===== config.mk =====
export PLATFORM = sky130hd
export DESIGN_NAME = fp_issue_ctrl
export DESIGN_NICKNAME = d
export VERILOG_FILES = /design/src/rtl/fp_issue_ctrl.sv
export SDC_FILE = /design/constraint.sdc
export NUM_CORES = 1
export LEC_CHECK = 0
export CAP_MARGIN = 30
export CORE_ASPECT_RATIO = 1.5
export CORE_MARGIN = 1.5
export CORE_UTILIZATION = 35
export CTS_CLUSTER_DIAMETER = 200
export DETAILED_ROUTE_END_ITERATION = 16
export GPL_TIMING_DRIVEN = 0
export MAX_ROUTING_LAYER = met4
export PLACE_DENSITY_LB_ADDON = 0.08
export SLEW_MARGIN = 20
export SYNTH_ARGS = -nofsm -noshare
export SYNTH_HDL_FRONTEND = slang
export SYNTH_SLANG_ARGS = --single-unit

===== constraint.sdc =====
create_clock -name clk -period 3.45 [get_ports clk]
set_input_delay 0.8625 -clock clk [delete_from_list [all_inputs] [get_ports clk]]
set_output_delay 0.8625 -clock clk [all_outputs]
set_load 0.01 [all_outputs]

===== src/rtl/fp_issue_ctrl.sv =====
// fp_issue_ctrl
// Operand-issue controller for the fp_13 add/sub unit. Requests are queued
// in a small FIFO and issued one at a time over the flag_i/flag_o handshake.
// Tagged results are returned on a valid/ready port. Operands and results
// pass through bit-exact, and NaN/Inf are never interpreted.
// Build option: define FP_ISSUE_TIMEOUT_EN to add a WAIT watchdog. If the
// FPU stays silent for TIMEOUT cycles, the watchdog returns qNaN with
// res_err set.

module fp_issue_ctrl #(
    parameter int DEPTH   = 4,
    parameter int TIMEOUT = 64,
    parameter int TAG_W   = 4
) (
    input  logic             clk,
    input  logic             rst,
    input  logic             req_valid,
    output logic             req_ready,
    input  logic             req_op,
    input  logic [31:0]      req_a,
    input  logic [31:0]      req_b,
    output logic             fpu_flag_i,
    output logic             fpu_op,
    output logic [31:0]      fpu_a,
    output logic [31:0]      fpu_b,
    input  logic [31:0]      fpu_c,
    input  logic             fpu_flag_o,
    output logic             res_valid,
    input  logic             res_ready,
    output logic [31:0]      res_c,
    output logic [TAG_W-1:0] res_tag,
    output logic             res_err
);

    localparam int                PTR_W    = (DEPTH > 1) ? $clog2(DEPTH) : 1;
    localparam logic [PTR_W:0]    FULL_CNT = (PTR_W + 1)'(DEPTH);
    localparam logic [31:0]       QNAN     = 32'h7fc00000;

    typedef enum logic [1:0] {IDLE, ISSUE, WAIT, HOLD} state_t;

    state_t           state_q, state_d;
    logic [PTR_W-1:0] wrPtr_q, rdPtr_q;
    logic [PTR_W:0]   count_q;
    logic [TAG_W-1:0] tag_q;
    logic             opMem_q  [DEPTH];
    logic [31:0]      aMem_q   [DEPTH];
    logic [31:0]      bMem_q   [DEPTH];
    logic [TAG_W-1:0] tagMem_q [DEPTH];

    logic             fpuFlag_q, fpuOp_q;
    logic [31:0]      fpuA_q, fpuB_q;
    logic [TAG_W-1:0] issTag_q;
    logic             resValid_q;
    logic [31:0]      resC_q;
    logic [TAG_W-1:0] resTag_q;

    logic fifoEmpty, push, pop, bypass, fifoWrite, timeoutHit;

    // An empty FIFO in IDLE hands a fresh request straight to the operand
    // registers. This lets the request reach ISSUE in the cycle right after
    // it is accepted.
    assign req_ready = (count_q != FULL_CNT);
    assign fifoEmpty = (count_q == '0);
    assign push      = req_valid && req_ready;
    assign pop       = (state_q == IDLE) && !fifoEmpty;
    assign bypass    = (state_q == IDLE) && fifoEmpty && push;
    assign fifoWrite = push && !bypass;

    // FIFO pointers, occupancy and the per-push sequence tag.
    always_ff @(posedge clk) begin
        if (rst) begin
            wrPtr_q <= '0;
            rdPtr_q <= '0;
            count_q <= '0;
            tag_q   <= '0;
        end else begin
            if (fifoWrite) wrPtr_q <= wrPtr_q + 1'b1;
            if (pop)       rdPtr_q <= rdPtr_q + 1'b1;
            if (push)      tag_q   <= tag_q + 1'b1;
            if (fifoWrite && !pop)      count_q <= count_q + 1'b1;
            else if (!fifoWrite && pop) count_q <= count_q - 1'b1;
        end
    end

    // FIFO storage; contents are don't-care until written, so no reset.
    always_ff @(posedge clk) begin
        if (fifoWrite) begin
            opMem_q[wrPtr_q]  <= req_op;
            aMem_q[wrPtr_q]   <= req_a;
            bMem_q[wrPtr_q]   <= req_b;
            tagMem_q[wrPtr_q] <= tag_q;
        end
    end

    // State register.
    always_ff @(posedge clk) begin
        if (rst) state_q <= IDLE;
        else     state_q <= state_d;
    end

    // Next-state logic; flag_o only matters while waiting in WAIT.
    always_comb begin
        state_d = state_q;
        case (state_q)
            IDLE:    if (pop || bypass) state_d = ISSUE;
            ISSUE:   state_d = WAIT;
            WAIT:    if (fpu_flag_o || timeoutHit) state_d = HOLD;
            HOLD:    if (res_ready) state_d = IDLE;
            default: state_d = IDLE;
        endcase
    end

    // Operand registers load on the pop and stay frozen until the next one.
    always_ff @(posedge clk) begin
        if (rst) begin
            fpuFlag_q <= 1'b0;
            fpuOp_q   <= 1'b0;
            fpuA_q    <= '0;
            fpuB_q    <= '0;
            issTag_q  <= '0;
        end else begin
            fpuFlag_q <= (state_d == ISSUE);
            if (pop) begin
                fpuOp_q  <= opMem_q[rdPtr_q];
                fpuA_q   <= aMem_q[rdPtr_q];
                fpuB_q   <= bMem_q[rdPtr_q];
                issTag_q <= tagMem_q[rdPtr_q];
            end else if (bypass) begin
                fpuOp_q  <= req_op;
                fpuA_q   <= req_a;
                fpuB_q   <= req_b;
                issTag_q <= tag_q;
            end
        end
    end

    // Result register: captured in WAIT, held through HOLD until taken.
    always_ff @(posedge clk) begin
        if (rst) begin
            resValid_q <= 1'b0;
            resC_q     <= '0;
            resTag_q   <= '0;
        end else if (state_q == WAIT && fpu_flag_o) begin
            resValid_q <= 1'b1;
            resC_q     <= fpu_c;
            resTag_q   <= issTag_q;
        end else if (timeoutHit) begin
            resValid_q <= 1'b1;
            resC_q     <= QNAN;
            resTag_q   <= issTag_q;
        end else if (state_q == HOLD && res_ready) begin
            resValid_q <= 1'b0;
        end
    end

`ifdef FP_ISSUE_TIMEOUT_EN
    localparam int CNT_W = $clog2(TIMEOUT + 1);
    logic [CNT_W-1:0] waitCnt_q;
    logic             resErr_q;

    // WAIT-cycle counter, cleared in ISSUE.
    // It fires on the TIMEOUT-th silent WAIT cycle.
    always_ff @(posedge clk) begin
        if (rst)                  waitCnt_q <= '0;
        else if (state_q == ISSUE) waitCnt_q <= '0;
        else if (state_q == WAIT)  waitCnt_q <= waitCnt_q + 1'b1;
    end

    assign timeoutHit = (state_q == WAIT) && !fpu_flag_o && (waitCnt_q == CNT_W'(TIMEOUT - 1));

    // Error flag: a real flag_o always wins over a coincident timeout.
    always_ff @(posedge clk) begin
        if (rst)                                  resErr_q <= 1'b0;
        else if (state_q == WAIT && fpu_flag_o)   resErr_q <= 1'b0;
        else if (timeoutHit)                      resErr_q <= 1'b1;
    end

    assign res_err = resErr_q;
`else
    assign timeoutHit = 1'b0;
    assign res_err    = 1'b0;
`endif

    assign fpu_flag_i = fpuFlag_q;
    assign fpu_op     = fpuOp_q;
    assign fpu_a      = fpuA_q;
    assign fpu_b      = fpuB_q;
    assign res_valid  = resValid_q;
    assign res_c      = resC_q;
    assign res_tag    = resTag_q;

endmodule

==> flow_summary.ini <==
[cts]
holdBufCountCts = 0
ctsResizeCount = 0
htreeDepth = 2
cts_tree = yes
clock-sinks = 398
cts_setup_buffers = 0
cts_buffers = 41
clk_latency_ns = 0.54
clock_path_buffers = 3
clockRootBuffer = clkbuf_16
clk_pin_slew_ns = 0.06

[sta]
setup-tns-final_ns = 0
relSlewSlack_pct = 39.4
tightestPinTransition_ns = 0.909
post-route-period-util_pct = 91.5
hold_violations = 0
slew_violations = 0
max_freq_ghz = 0.317
setup_viol = 0
finClkSkew_ns = 0.0168
post-route-min-period_ns = 3.16
grt_setup_unrepaired = false

[global_route]
grt_pass1_wl_um = 59400
gr-usage-all-layers_pct = 18.0
grt_max_degree = 42
grt_remaining_overflow = 0
grt_pass1_vias = 9697
grt_antenna_before_repair = 2

[critical_path]
critPathCaptureType = flip-flop
r2r_slack_ns = 0.29
required_ns = 3.91
cp.arrival_ns = 3.62
timing.rr.end = count_q[2]$_SDFFE_PP0P_
cp_max_fo = 10
r2r_start = count_q[0]$_SDFFE_PP0P_
critPathKind = reg -> reg
ff2ff_path_depth = 10
cp-start-kind = flip-flop

[power]
power_frac_comb_pct = 31.7
power_density_nw_per_um2 = 793
p_leak_nw = 6.28
power_switching_share_pct = 31.8
intPower_mw = 10.6
ir_worst_vdd_v = 0.000443
p_sw_mw = 4.92
finalPower_mw = 15.5
pwr-share-clk_pct = 27.5
power_frac_seq_pct = 40.8

[drt]
wl_met3_um = 1670
drt_first_pass_iters = 4
ant_nets = 0
first_iter_violations = 511
routed_wl_um = 39000
vias_per_cell = 4.95
drcViolationCount = 0
dr_wl_met2_um = 20300
routed.top_layer = met4
via_count = 9174
drt-met1-wl_um = 16300
wl_per_cell_um = 21.1

[finish]
fin_cells = 1852
final_nets = 1358
drive_gt1_share_pct = 17.5
multi_input_area_sq_um = 4220
syn_to_final_growth_pct = 27.3
seq_area_sq_um = 10700
final_cell_area_sq_um = 19500
fillers = 3945

[floorplanning]
ios = 207
coreArea_sq_um = 43100
initial_core_util_pct = 35.6
rows = 93
die_h_um = 259
die_w_um = 174
die-area_sq_um = 45100

[synthesis]
synthMuxAreaShare_pct = 10.3
synth_top_cell_by_area = edfxtp_1
synth_compound_area_share_pct = 9.19
synth-edff-count = 276
synth_fp_nets = 1106
synth_top_family_by_area = multiplexers
postSynthAreaPerCell_sq_um = 15.4
synthCells = 997
synth_cell_type_count = 33
yosysWarnings = 0
yosys.area_share.simple_pct = 6.89
synth-seq-cells = 398
synthAdderAreaFrac_pct = 0.620
synth-seq-area-share_pct = 70.0
yosys.area.top_type_share_pct = 54.1
synth_async_sr_flop_share_pct = 0
synthXorXnorAreaFrac_pct = 0.457
synth_flop_cell = edfxtp_1
yosys-top-cells-area = edfxtp_1 (54%), dfxtp_1 (16%), mux4_2 (10%)
netlist_area_sq_um = 15300

[placed_design]
hpwl_um = 25100
post-place-cells = 1776
gp_congestion = 0.723
placed_area_sq_um = 18200
io_buffer_count = 203

[min_path]
min_to = res_c[19]$_SDFFE_PP0P_
holdPathStages = 2
hold_class = reg -> reg
min_from = res_c[19]$_SDFFE_PP0P_

[job]
max-cap-violations = 0

[outcome]
run_status = completed
==> cells in the mapped netlist (all sizes together) (2+ instances only) <==
library cell  instances
nor2                 85
inv                   3
a211oi               69
mux2i                 2
nand2                77
and3                  2
or3                   2
mux4                 69
a21oi               109
xor2                  7
nor3                  2
clkbuf               48
nand3                73
edfxtp              276
ha                    6
o21ai                 2
and2                  4
dfxtp               122
buf                  29
==> power groups by stage <==
stage	clock network, mW	registers, mW	logic, mW
floorplan	0	6.48	2.84
global placement	0	6.43	4.95
detailed placement	0	6.42	5.02
CTS	4.36	6.33	5.04
global route	4.53	6.40	5.36
finish	4.25	6.31	4.91
==> cells by family after synthesis <==
| family | after synthesis |
|---|---|
| muxes | 71 |
| xor gates and xnor gates | 8 |
| other | 1 |
| adders and majority gates | 7 |
| buffers and inverters | 80 |
| DFF | 398 |
| and+or+nand+nor | 248 |
| AOI/OAI and AO/OA | 184 |
==> cells in the final DEF, fill, tap and decap left out, types with 3 or more instances in the layout <==
| master | instances |
|---|---|
| clkbuf_8 | 4 |
| a211oi_1 | 10 |
| a211oi_2 | 59 |
| inv_1 | 3 |
| buf_12 | 3 |
| clkdlybuf4s50_1 | 203 |
| buf_4 | 3 |
| buf_2 | 18 |
| buf_6 | 8 |
| dfxtp_1 | 122 |
| buf_16 | 3 |
| a21oi_1 | 109 |
| nor2_1 | 85 |
| clkinv_1 | 3 |
| nand2_1 | 77 |
| and2_4 | 4 |
| ha_1 | 6 |
| clkbuf_16 | 43 |
| mux4_2 | 69 |
| edfxtp_1 | 276 |
| nand3_1 | 73 |
| clkbuf_1 | 65 |
| xor2_1 | 7 |
==> per-layer routing <==
layer,GRT usage [%],up-vias
met5,-,-
met4,4.81,0
met3,3.00,52
met2,31.3,233
met1,21.6,4592
li1,-,4297
==> flip-flops by register name, summed over array words and instances (netlist names), 16 cells and up, named ones only <==
| register | flops |
|---|---|
| fpu_a | 32 |
| res_c | 32 |
| aMem_q | 128 |
| tagMem_q | 16 |
| fpu_b | 32 |
| bMem_q | 128 |
==> how the worst max path moves through the flow <==
stage | start | endpoint | slack [ns] | depth (start not counted)
after global routing | count_q[0]$_SDFFE_PP0P_ | count_q[2]$_SDFFE_PP0P_ | 0.12 | 10
after CTS | count_q[0]$_SDFFE_PP0P_ | count_q[2]$_SDFFE_PP0P_ | 0.24 | 10
final | count_q[0]$_SDFFE_PP0P_ | count_q[2]$_SDFFE_PP0P_ | 0.29 | 10
after global placement | req_valid | aMem_q[2][13]$_DFFE_PP_ | -0.58 | 3
after detailed placement | req_valid | aMem_q[0][14]$_DFFE_PP_ | 0.22 | 4
after floorplan | req_valid | aMem_q[0][0]$_DFFE_PP_ | 0.53 | 3
==> metrics by stage <==
stage / util (%) / hold slack (ns) / setup WS (ns)
2_1_floorplan: - / 0.432 / 0.530
3_3_place_gp: 42.0 / 0.442 / -0.576
3_5_place_dp: 42.3 / 0.447 / 0.225
4_1_cts: 45.3 / 0.455 / 0.237
5_1_grt: 45.3 / 0.472 / 0.118
6_report: 45.3 / 0.453 / 0.294
==> cell type report <==
type | count | share of cell area, %
Clock buffer | 66 | 6.20
Clock inverter | 8 | 0.346
Tap cell | 570 | 3.66
Buffer | 77 | 1.96
Inverter | 3 | 0.0577
Antenna cell | 2 | 0.0256
Timing Repair Buffer | 209 | 11.1
Multi-Input combinational cell | 519 | 21.6
Sequential cell | 398 | 55.0
==> worst max-delay path, cell delays in order (launching register included) <==
cell	delay [ns]
dfxtp_1	0.36
or3_1	0.35
buf_2	0.26
nand2_1	0.44
buf_2	0.38
ha_1	0.25
inv_1	0.06
fa_1	0.37
xor2_1	0.18
or3_1	0.30
a21oi_1	0.13
Note: power is estimated with default switching activity, not from simulation.
